$ cat config.mk
export PLATFORM = sky130hd
export DESIGN_NAME = fetch_ctrl_flat
export DESIGN_NICKNAME = d
export VERILOG_FILES = /design/src/rtl/fetch_ctrl_if.sv /design/src/rtl/fetch_ctrl.sv /design/src/flat_wrapper.sv
export SDC_FILE = /design/constraint.sdc
export NUM_CORES = 1
export LEC_CHECK = 0
export CORE_UTILIZATION = 39
export CTS_BUF_LIST = sky130_fd_sc_hd__clkbuf_16
export CTS_CLUSTER_SIZE = 14
export DETAILED_ROUTE_END_ITERATION = 7
export GPL_TIMING_DRIVEN = 0
export PLACE_DENSITY = 0.8
export SLEW_MARGIN = 40
export SYNTH_ARGS = -nofsm -noshare
export SYNTH_HDL_FRONTEND = slang
export SYNTH_SLANG_ARGS = --single-unit
$ cat constraint.sdc
create_clock -name clk -period 2.5 [get_ports clk]
set_input_delay 0.5 -clock clk [delete_from_list [all_inputs] [get_ports clk]]
set_output_delay 0.5 -clock clk [all_outputs]
set_load 0.005 [all_outputs]
$ cat src/rtl/fetch_ctrl_if.sv
// Fetch-stage bus: redirect/trap inputs, instruction-memory port, decode handshake and perf outputs.
// The fetch controller connects through the master modport, the pipeline/memory side through slave.
interface fetch_ctrl_if #(
    parameter int REG_SIZE = 32
);
    logic                redirect_i;
    logic [REG_SIZE-1:0] redirect_pc_i;
    logic                trap_i;
    logic [REG_SIZE-1:0] trap_pc_i;
    logic                id_ready_i;
    logic [REG_SIZE-1:0] imem_addr_o;
    logic [REG_SIZE-1:0] imem_inst_i;
    logic                if_valid_o;
    logic [REG_SIZE-1:0] if_pc_o;
    logic [REG_SIZE-1:0] if_inst_o;
    logic                misalign_o;
    logic [31:0]         perf_fetch_cnt_o;
    logic [31:0]         perf_stall_cnt_o;

    modport master (
        input  redirect_i, redirect_pc_i, trap_i, trap_pc_i, id_ready_i, imem_inst_i,
        output imem_addr_o, if_valid_o, if_pc_o, if_inst_o, misalign_o,
               perf_fetch_cnt_o, perf_stall_cnt_o
    );

    modport slave (
        output redirect_i, redirect_pc_i, trap_i, trap_pc_i, id_ready_i, imem_inst_i,
        input  imem_addr_o, if_valid_o, if_pc_o, if_inst_o, misalign_o,
               perf_fetch_cnt_o, perf_stall_cnt_o
    );
endinterface

$ cat src/rtl/fetch_ctrl.sv
// Instruction fetch controller: PC sequencing, decode handshake with a one-entry hold buffer,
// redirect/trap kill. Macro FETCH_PERF_EN builds the fetch/stall counters; otherwise they read 0.
module fetch_ctrl #(
    parameter int                  REG_SIZE = 32,
    parameter logic [REG_SIZE-1:0] RESET_PC = '0
) (
    input  logic         clk,
    input  logic         rst_n,
    fetch_ctrl_if.master bus
);
    typedef enum logic [1:0] {BOOT, FETCH, HOLD} state_t;

    state_t              state_q, state_d;
    logic [REG_SIZE-1:0] pc_q, pc_d;
    logic [REG_SIZE-1:0] hold_inst_q, hold_inst_d;
    logic [REG_SIZE-1:0] target;
    logic [REG_SIZE-1:0] inst;
    logic                valid;
    logic                flush;
    logic                misalign_q, misalign_d;

    function automatic logic [REG_SIZE-1:0] align_pc(input logic [REG_SIZE-1:0] addr);
        return {addr[REG_SIZE-1:2], 2'b00};
    endfunction

    function automatic logic [REG_SIZE-1:0] next_pc(input logic [REG_SIZE-1:0] addr);
        return addr + REG_SIZE'(4);
    endfunction

    // Trap has priority over a simultaneous branch redirect.
    assign flush      = bus.trap_i | bus.redirect_i;
    assign target     = bus.trap_i ? bus.trap_pc_i : bus.redirect_pc_i;
    assign misalign_d = bus.redirect_i & ~bus.trap_i & bus.redirect_pc_i[1];

    always_comb begin
        state_d     = state_q;
        pc_d        = pc_q;
        hold_inst_d = hold_inst_q;
        valid       = 1'b0;
        inst        = bus.imem_inst_i;
        case (state_q)
            BOOT: begin
                state_d = FETCH;
            end
            FETCH: begin
                valid = 1'b1;
                if (bus.id_ready_i) begin
                    pc_d = next_pc(pc_q);
                end else begin
                    hold_inst_d = bus.imem_inst_i;
                    state_d     = HOLD;
                end
            end
            HOLD: begin
                valid = 1'b1;
                inst  = hold_inst_q;
                if (bus.id_ready_i) begin
                    pc_d    = next_pc(pc_q);
                    state_d = FETCH;
                end
            end
            default: begin
                state_d = BOOT;
            end
        endcase
        // Wrong-path kill: the offered instruction is dropped and any held one is abandoned.
        if (flush) begin
            valid   = 1'b0;
            pc_d    = align_pc(target);
            state_d = FETCH;
        end
    end

    always_ff @(posedge clk or negedge rst_n) begin
        if (!rst_n) begin
            state_q     <= BOOT;
            pc_q        <= RESET_PC;
            hold_inst_q <= '0;
            misalign_q  <= 1'b0;
        end else begin
            state_q     <= state_d;
            pc_q        <= pc_d;
            hold_inst_q <= hold_inst_d;
            misalign_q  <= misalign_d;
        end
    end

    assign bus.imem_addr_o = pc_q;
    assign bus.if_pc_o     = pc_q;
    assign bus.if_inst_o   = inst;
    assign bus.if_valid_o  = valid;
    assign bus.misalign_o  = misalign_q;

`ifdef FETCH_PERF_EN
    logic [31:0] fetch_cnt_q;
    logic [31:0] stall_cnt_q;

    always_ff @(posedge clk or negedge rst_n) begin
        if (!rst_n) begin
            fetch_cnt_q <= '0;
            stall_cnt_q <= '0;
        end else begin
            if (valid && bus.id_ready_i) begin
                fetch_cnt_q <= fetch_cnt_q + 32'd1;
            end
            if (valid && !bus.id_ready_i) begin
                stall_cnt_q <= stall_cnt_q + 32'd1;
            end
        end
    end

    assign bus.perf_fetch_cnt_o = fetch_cnt_q;
    assign bus.perf_stall_cnt_o = stall_cnt_q;
`else
    assign bus.perf_fetch_cnt_o = '0;
    assign bus.perf_stall_cnt_o = '0;
`endif
endmodule

$ cat src/flat_wrapper.sv
// flat-port wrapper written by rule: the top's interface ports become plain ports
module fetch_ctrl_flat 
#(
    parameter int                  REG_SIZE = 32,
    parameter logic [REG_SIZE-1:0] RESET_PC = '0
)
  (clk, rst_n, bus_redirect_i, bus_redirect_pc_i, bus_trap_i, bus_trap_pc_i, bus_id_ready_i, bus_imem_inst_i, bus_imem_addr_o, bus_if_valid_o, bus_if_pc_o, bus_if_inst_o, bus_misalign_o, bus_perf_fetch_cnt_o, bus_perf_stall_cnt_o);
  fetch_ctrl_if #(.REG_SIZE(REG_SIZE)) bus_i ();
  input  logic clk;
  input  logic rst_n;
  input wire logic [$bits(bus_i.redirect_i)-1:0] bus_redirect_i;
  input wire logic [$bits(bus_i.redirect_pc_i)-1:0] bus_redirect_pc_i;
  input wire logic [$bits(bus_i.trap_i)-1:0] bus_trap_i;
  input wire logic [$bits(bus_i.trap_pc_i)-1:0] bus_trap_pc_i;
  input wire logic [$bits(bus_i.id_ready_i)-1:0] bus_id_ready_i;
  input wire logic [$bits(bus_i.imem_inst_i)-1:0] bus_imem_inst_i;
  output wire logic [$bits(bus_i.imem_addr_o)-1:0] bus_imem_addr_o;
  output wire logic [$bits(bus_i.if_valid_o)-1:0] bus_if_valid_o;
  output wire logic [$bits(bus_i.if_pc_o)-1:0] bus_if_pc_o;
  output wire logic [$bits(bus_i.if_inst_o)-1:0] bus_if_inst_o;
  output wire logic [$bits(bus_i.misalign_o)-1:0] bus_misalign_o;
  output wire logic [$bits(bus_i.perf_fetch_cnt_o)-1:0] bus_perf_fetch_cnt_o;
  output wire logic [$bits(bus_i.perf_stall_cnt_o)-1:0] bus_perf_stall_cnt_o;
  assign bus_i.redirect_i = bus_redirect_i;
  assign bus_i.redirect_pc_i = bus_redirect_pc_i;
  assign bus_i.trap_i = bus_trap_i;
  assign bus_i.trap_pc_i = bus_trap_pc_i;
  assign bus_i.id_ready_i = bus_id_ready_i;
  assign bus_i.imem_inst_i = bus_imem_inst_i;
  assign bus_imem_addr_o = bus_i.imem_addr_o;
  assign bus_if_valid_o = bus_i.if_valid_o;
  assign bus_if_pc_o = bus_i.if_pc_o;
  assign bus_if_inst_o = bus_i.if_inst_o;
  assign bus_misalign_o = bus_i.misalign_o;
  assign bus_perf_fetch_cnt_o = bus_i.perf_fetch_cnt_o;
  assign bus_perf_stall_cnt_o = bus_i.perf_stall_cnt_o;
  fetch_ctrl #(.REG_SIZE(REG_SIZE), .RESET_PC(RESET_PC)) u_core (.clk(clk), .rst_n(rst_n), .bus(bus_i));
endmodule
==> impl_metrics.tcl, run 1 <==
set metrics [dict create \
    outcome "finished with violations" \
    violations "DRC" \
    die_x_um 111 \
    clockBufferDepth 2 \
    powerDensity_nw_per_um2 495 \
    drt_wl_total_um 14400 \
    yosysTopAreaCell "dfrtp_1" \
    path_cells "inv_2 -> ha_4 -> buf_4 -> mux2_2 -> clkdlybuf4s50_1" \
    fin_worst_skew_ns 0.00512 \
    reg2reg_slack_ns 0.21 \
    core_sq_um 11600 \
    crit_path_max_fanout 6 \
    rsz0062_at_grt "yes" \
    cts.sinks 65 \
    drt_pre_antenna_iters 7 \
    io_buffers 189 \
    tightest_slew_ns 0.602 \
    h-tree-depth 3 \
    path_buf_inv 3 \
    critPathLaunchType "flip-flop" \
    grt_max_degree 35 \
    synth_top_area_share_pct 34.8 \
    max_stage_delay_ns 0.47 \
    synth_seq_cells 65 \
    cts_tree "built" \
    worstSetupPathType "flip-flop to primary output" \
    synth_cell_types 52 \
    io_pins 263 \
    synth_edf_count 0 \
    drt_iter0_drc 328 \
    syn_inst 478 \
    num_antenna_cells 0 \
    grt_busiest_layer "met2" \
    die_height_um 111 \
    fin_hold_ws_ns 0.0591 \
    syn_to_final_growth_pct 60.2 \
    crit_family "buffers and inverters" \
    dpl.hpwl_um 10900 \
    wl_per_cell_um 16.1 \
    grt_pass1_vias 4491 \
    hold_viol 0 \
    use_met3_pct 5.72 \
    required_ns 2.00 \
    initial_core_util_pct 40.4 \
    drive_gt1_share_pct 28.0 \
    netlist_area_sq_um 4670 \
    arrival_ns 1.94 \
    final_antenna_net_count 0 \
    rows 39 \
    cts-root-buf "clkbuf_16" \
    worstHoldPathType "primary input to asynchronous set/reset pin" \
    end_kind "primary output" \
    period_needed_ns 2.44 \
    async_flop_share_pct 100 \
    dieArea_sq_um 12400 \
    synth_flop_cell "dfrtp_1" \
    clkSlewWorstSetupHoldPaths_ns 0.06 \
    cts_buffers 9 \
    grtUsageMet2_pct 39.4 \
    ir_drop_uv 297 \
    avgViaCountPerCell 5.04 \
    ys_warn_count 0 \
    power_uw 3700 \
    fillCellCount 957 \
    drc 38 \
    setup_violations 0 \
    syn_area_per_cell_sq_um 9.77 \
    track_usage_pct 22.8 \
    drv_cap 0 \
    rr_endpoint "u_core.bus.if_pc_o[9]" \
    synth_common_cells "98 x buf_4, 65 x dfrtp_1, 59 x mux2_2" \
    grt.overflow.total 0 \
    fin_crit_sh_pct 97.6 \
    grt_first_pass_wirelength_um 22700 \
    slowest_stage "clkdlybuf4s50_1" \
    synth_most_common_cell "buf_4" \
    grt_use_met1_pct 27.0 \
    fin_nets 853 \
    multi_input_comb_area_sq_um 2470 \
    synthTopCellsByArea "dfrtp_1 35%, buf_4 16%, mux2_2 14%" \
    timing.rr.start "u_core.state_q[1]" \
    regArea_sq_um 1630 \
    dr_total_vias 4513 \
    reg2reg_depth 7 \
    slew_violations 0 \
    fmax_mhz 410 \
    gp_congestion 0.857 \
    relSlewSlack_pct 59.9 \
    antenna_found_initial 0 \
    synth-seq-area-share_pct 34.8 \
    leakagePower_uw 0.00347 \
    clk_latency_ns 0.33 \
]
[logic make-up (layout without fill, tap and decap cells)]
| group | after synthesis | count (layout) | share of synthesized area, % |
|---|---|---|---|
| fa+ha+maj | 4 | 4 | 1.07 |
| xor+xnor | 5 | 5 | 0.938 |
| simple gates | 95 | 95 | 12.5 |
| mux | 68 | 68 | 16.3 |
| flops | 65 | 65 | 34.8 |
| buf+inv | 124 | 332 | 18.1 |
| other cells | 1 | 68 | 0.0803 |
| compound gates | 116 | 116 | 16.2 |
[placed cells by master (no fill, tap or decap), drive strengths merged, types with 6 or more instances in the layout]
| cell | synthesis | layout |
|---|---|---|
| clkdlybuf4s50 | 0 | 160 |
| buf | 110 | 116 |
| conb | 1 | 68 |
| dfrtp | 65 | 65 |
| mux2 | 64 | 64 |
| a21oi | 33 | 33 |
| dlymetal6s2s | 0 | 27 |
| o21ai | 22 | 22 |
| nand2 | 21 | 21 |
| nor2 | 21 | 21 |
| a22oi | 20 | 20 |
| clkbuf | 10 | 17 |
| nand3 | 10 | 10 |
| and4 | 7 | 7 |
| nand4 | 7 | 7 |
| nor4 | 7 | 7 |
| and2 | 6 | 6 |
| and3 | 6 | 6 |
| o31ai | 6 | 6 |
| inv | 4 | 6 |
[power breakdown]
part / switching [uW] / total, uW / internal, uW
clock: 510 / 1290 / 780
combinational: 378 / 1070 / 691
sequential: 149 / 1340 / 1190
total: 1040 / 3700 / 2660
[state kept, by name, indices dropped and copies added, names as in the netlist]
| signal | cells |
|---|---|
| u_core.bus.misalign_o | 1 |
| u_core.hold_inst_q | 32 |
| u_core.state_q | 2 |
| u_core.bus.if_pc_o | 30 |
[how the worst max path moves through the flow]
stage                      startpoint                     end  slack, ns  cells after the start
global route        u_core.state_q[0]        bus_if_inst_o[3]    -0.0003                      5
finish              u_core.state_q[0]        bus_if_inst_o[3]       0.06                      5
floorplan           u_core.state_q[0]       bus_if_inst_o[14]       0.41                      5
global placement                rst_n  u_core.hold_inst_q[28]      -1.32                      1
CTS                 u_core.state_q[0]       bus_if_inst_o[11]      0.004                      5
detailed placement         bus_trap_i          bus_if_valid_o      -0.47                      5
[timing repair]
item,CTS,global route
pin swaps,1,0
resized for setup,19,29
setup endpoints to repair,33,30
buffers inserted,4,0
hold endpoints to repair,0,0
hold buffers,0,0
[layout make-up]
type,count,area share (%)
multi-input cells,356,33.0
repair buffers,194,26.9
flip-flops and latches,65,21.7
plain buffers,118,11.7
clock buffers,9,3.01
well taps,143,2.39
clock inverters,7,1.05
inverters,4,0.201
[worst reg2reg max path: stages, from the launching register on]
cell and delay [ns]:
dfrtp_1 0.42, inv_1 0.09, ha_1 0.30, nand2_1 0.22, nand2_1 0.38, clkbuf_1 0.51, a21oi_1 0.14, a21oi_1 0.15
[metrics by stage]
stage / TNS (ns) / worst slack (ns) / cells / area, sq um / utilization [%]
6_report: 0 / 0.0604 / 896 / 7480 / 64.7
5_1_grt: -0.000307 / -0.000307 / 896 / 7480 / 64.7
4_1_cts: 0 / 0.00444 / 897 / 7410 / 64.1
3_5_place_dp: -9.83 / -0.473 / 878 / 7010 / 60.6
3_3_place_gp: -93.51 / -1.32 / 877 / 6990 / 60.4
2_1_floorplan: 0 / 0.406 / 545 / 4920 / -
[per-layer routing]
metal | share of wire [%] | vias up
met1 | 38 | 2133
met2 | 51 | 225
met4 | 2.6 | 0
met3 | 8.6 | 29
li1 | - | 2126
met5 | 0 | -
Power figures use the tool's default switching activity.
==> run 2, diff against run 1 <==
CORE_MARGIN = 5   (was not set)
clock period = 2.6 ns   (was 2.5 ns; I/O delays follow)
==> run 2 against run 1 <==
Against the previous run:
- the run now ends clean
- sequential power shrank 4%
- wire length increased by 6.1%
- final cell count increased by 0.33%
- clock-buffer cell count is the same
- global-route usage shrank 2.2 points
- die area grew 15%
- largest power group unchanged
==> impl_metrics.tcl, run 2 (synthesized netlist as in run 1, its figures left out) <==
set metrics [dict create \
    outcome "finished, final reports clean" \
    relSlewSlack_pct 59.6 \
    cts_buffers 9 \
    arrival_ns 1.98 \
    reg2reg_slack_ns 0.22 \
    hold_viol 0 \
    die_height_um 119 \
    drt_wl_total_um 15300 \
    grt_busiest_layer "met2" \
    path_buf_inv 3 \
    setup_violations 0 \
    gp_congestion 0.842 \
    rr_endpoint "u_core.bus.if_pc_o[11]" \
    drc 0 \
    crit_family "buffers and inverters" \
    cts-root-buf "clkbuf_16" \
    dpl-instance-area_sq_um 7010 \
    hold_buffers 0 \
    end_kind "primary output" \
    leakagePower_uw 0.00321 \
    required_ns 2.08 \
    critPathLaunchType "flip-flop" \
    cts.sinks 65 \
    num_antenna_cells 0 \
    ir_drop_uv 278 \
    fin_crit_sh_pct 96.1 \
    fin_ws_ns 0.100 \
    grt.overflow.total 0 \
    design_area_sq_um 7330 \
    drt_iter0_drc 289 \
    clock_power_share_pct 31.2 \
    grt_use_met1_pct 22.6 \
    io_pins 263 \
    drt_pre_antenna_iters 5 \
    pwr-share-comb_pct 30.7 \
    reg2reg_depth 7 \
    clk_latency_ns 0.33 \
    share_seq_of_total_power_pct 38.1 \
    period_needed_ns 2.50 \
    power_switching_uw 948 \
    final_cell_mix "187 x clkdlybuf4s50_1, 102 x buf_4, 68 x conb_1, 65 x dfrtp_1, 59 x mux2_2" \
    dpl_worst_slack_ns -0.419 \
    swShare_pct 28.0 \
    die_x_um 119 \
    core_sq_um 11900 \
    largest_reg_flops 32 \
    rows 40 \
    fin_worst_skew_ns 0.00884 \
    p_int_uw 2440 \
    grtUsageMet2_pct 37.9 \
    initial_core_util_pct 39.4 \
    max_stage_delay_ns 0.44 \
    slew_violations 0 \
    h-tree-depth 3 \
    fmax_mhz 400 \
    power_uw 3390 \
    regArea_sq_um 1630 \
    multi_input_comb_area_sq_um 2470 \
    dpl.hpwl_um 11900 \
    rsz0062_at_grt "no" \
    timing.rr.start "u_core.state_q[1]" \
    worstSetupPathType "flip-flop to primary output" \
    dieArea_sq_um 14300 \
    drive_gt1_share_pct 27.3 \
    layout_commonest_cell "clkdlybuf4s50_1" \
    path_cells "inv_2 -> ha_4 -> clkbuf_8 -> mux2_2 -> clkdlybuf4s50_1" \
    tightest_slew_ns 0.607 \
    grt_max_degree 36 \
    fin_hold_ws_ns 0.127 \
    fillCellCount 992 \
    grt_pass1_vias 4772 \
    final_antenna_net_count 0 \
    clockBufferDepth 2 \
    use_met3_pct 5.37 \
    regMostFlops "u_core.hold_inst_q" \
    antenna_found_initial 0 \
    clkSlewWorstSetupHoldPaths_ns 0.06 \
    io_buffers 189 \
    dr_total_vias 4511 \
    worstHoldPathType "primary input to asynchronous set/reset pin" \
    slowest_stage "clkdlybuf4s50_1" \
    wl_per_cell_um 17.0 \
    grt_first_pass_wirelength_um 23600 \
    syn_to_final_growth_pct 57.0 \
    drv_cap 0 \
    fin_nets 852 \
    avgViaCountPerCell 5.02 \
    powerDensity_nw_per_um2 463 \
    cts_tree "built" \
    crit_path_max_fanout 10 \
    track_usage_pct 20.6 \
]
run 2: final cells by class:
cell class | instances | area share, %
Timing Repair Buffer | 192 | 26.3
Tap cell | 147 | 2.51
Sequential cell | 65 | 22.2
Clock inverter | 7 | 0.410
Clock buffer | 9 | 3.07
Multi-Input combinational cell | 356 | 33.7
Buffer | 119 | 11.7
Inverter | 4 | 0.205
run 2: metrics by stage:
step,setup TNS [ns],std cells,utilization (%)
after floorplan,0,545,-
after global placement,-84.13,881,59.0
after detailed placement,-7.13,882,59.1
after CTS,0,899,61.7
after global routing,0,899,61.8
final,0,899,61.8
run 2: routing by layer:
metal / vias up / part of all wire, %
met3: 34 / 8.8
met1: 2116 / 37
li1: 2115 / -
met4: 0 / 2.3
met2: 246 / 52
met5: - / 0
run 2: worst max path at each step:
stage / slack, ns / from / depth (start not counted) / end
2_1_floorplan: 0.49 / u_core.state_q[0] / 5 / bus_if_inst_o[14]
6_report: 0.10 / u_core.state_q[0] / 5 / bus_if_inst_o[13]
5_1_grt: 0.03 / u_core.state_q[0] / 5 / bus_if_inst_o[5]
4_1_cts: 0.01 / u_core.state_q[0] / 5 / bus_if_inst_o[22]
3_3_place_gp: -1.22 / rst_n / 1 / u_core.hold_inst_q[8]
3_5_place_dp: -0.42 / bus_trap_i / 5 / bus_if_valid_o
run 2: what timing repair did:
item                       4_1_cts  5_1_grt
buffers inserted                 2        0
pin swaps                        1        0
setup endpoints to repair       33       13
resized for setup               12        5
run 2: power by group through the flow:
stage               combinational, uW  sequential [uW]  clock (uW)
floorplan                         499             1270           0
detailed placement               1030             1310           0
global placement                 1000             1290           0
global route                     1130             1310        1120
finish                           1040             1290        1060
CTS                              1040             1290        1080
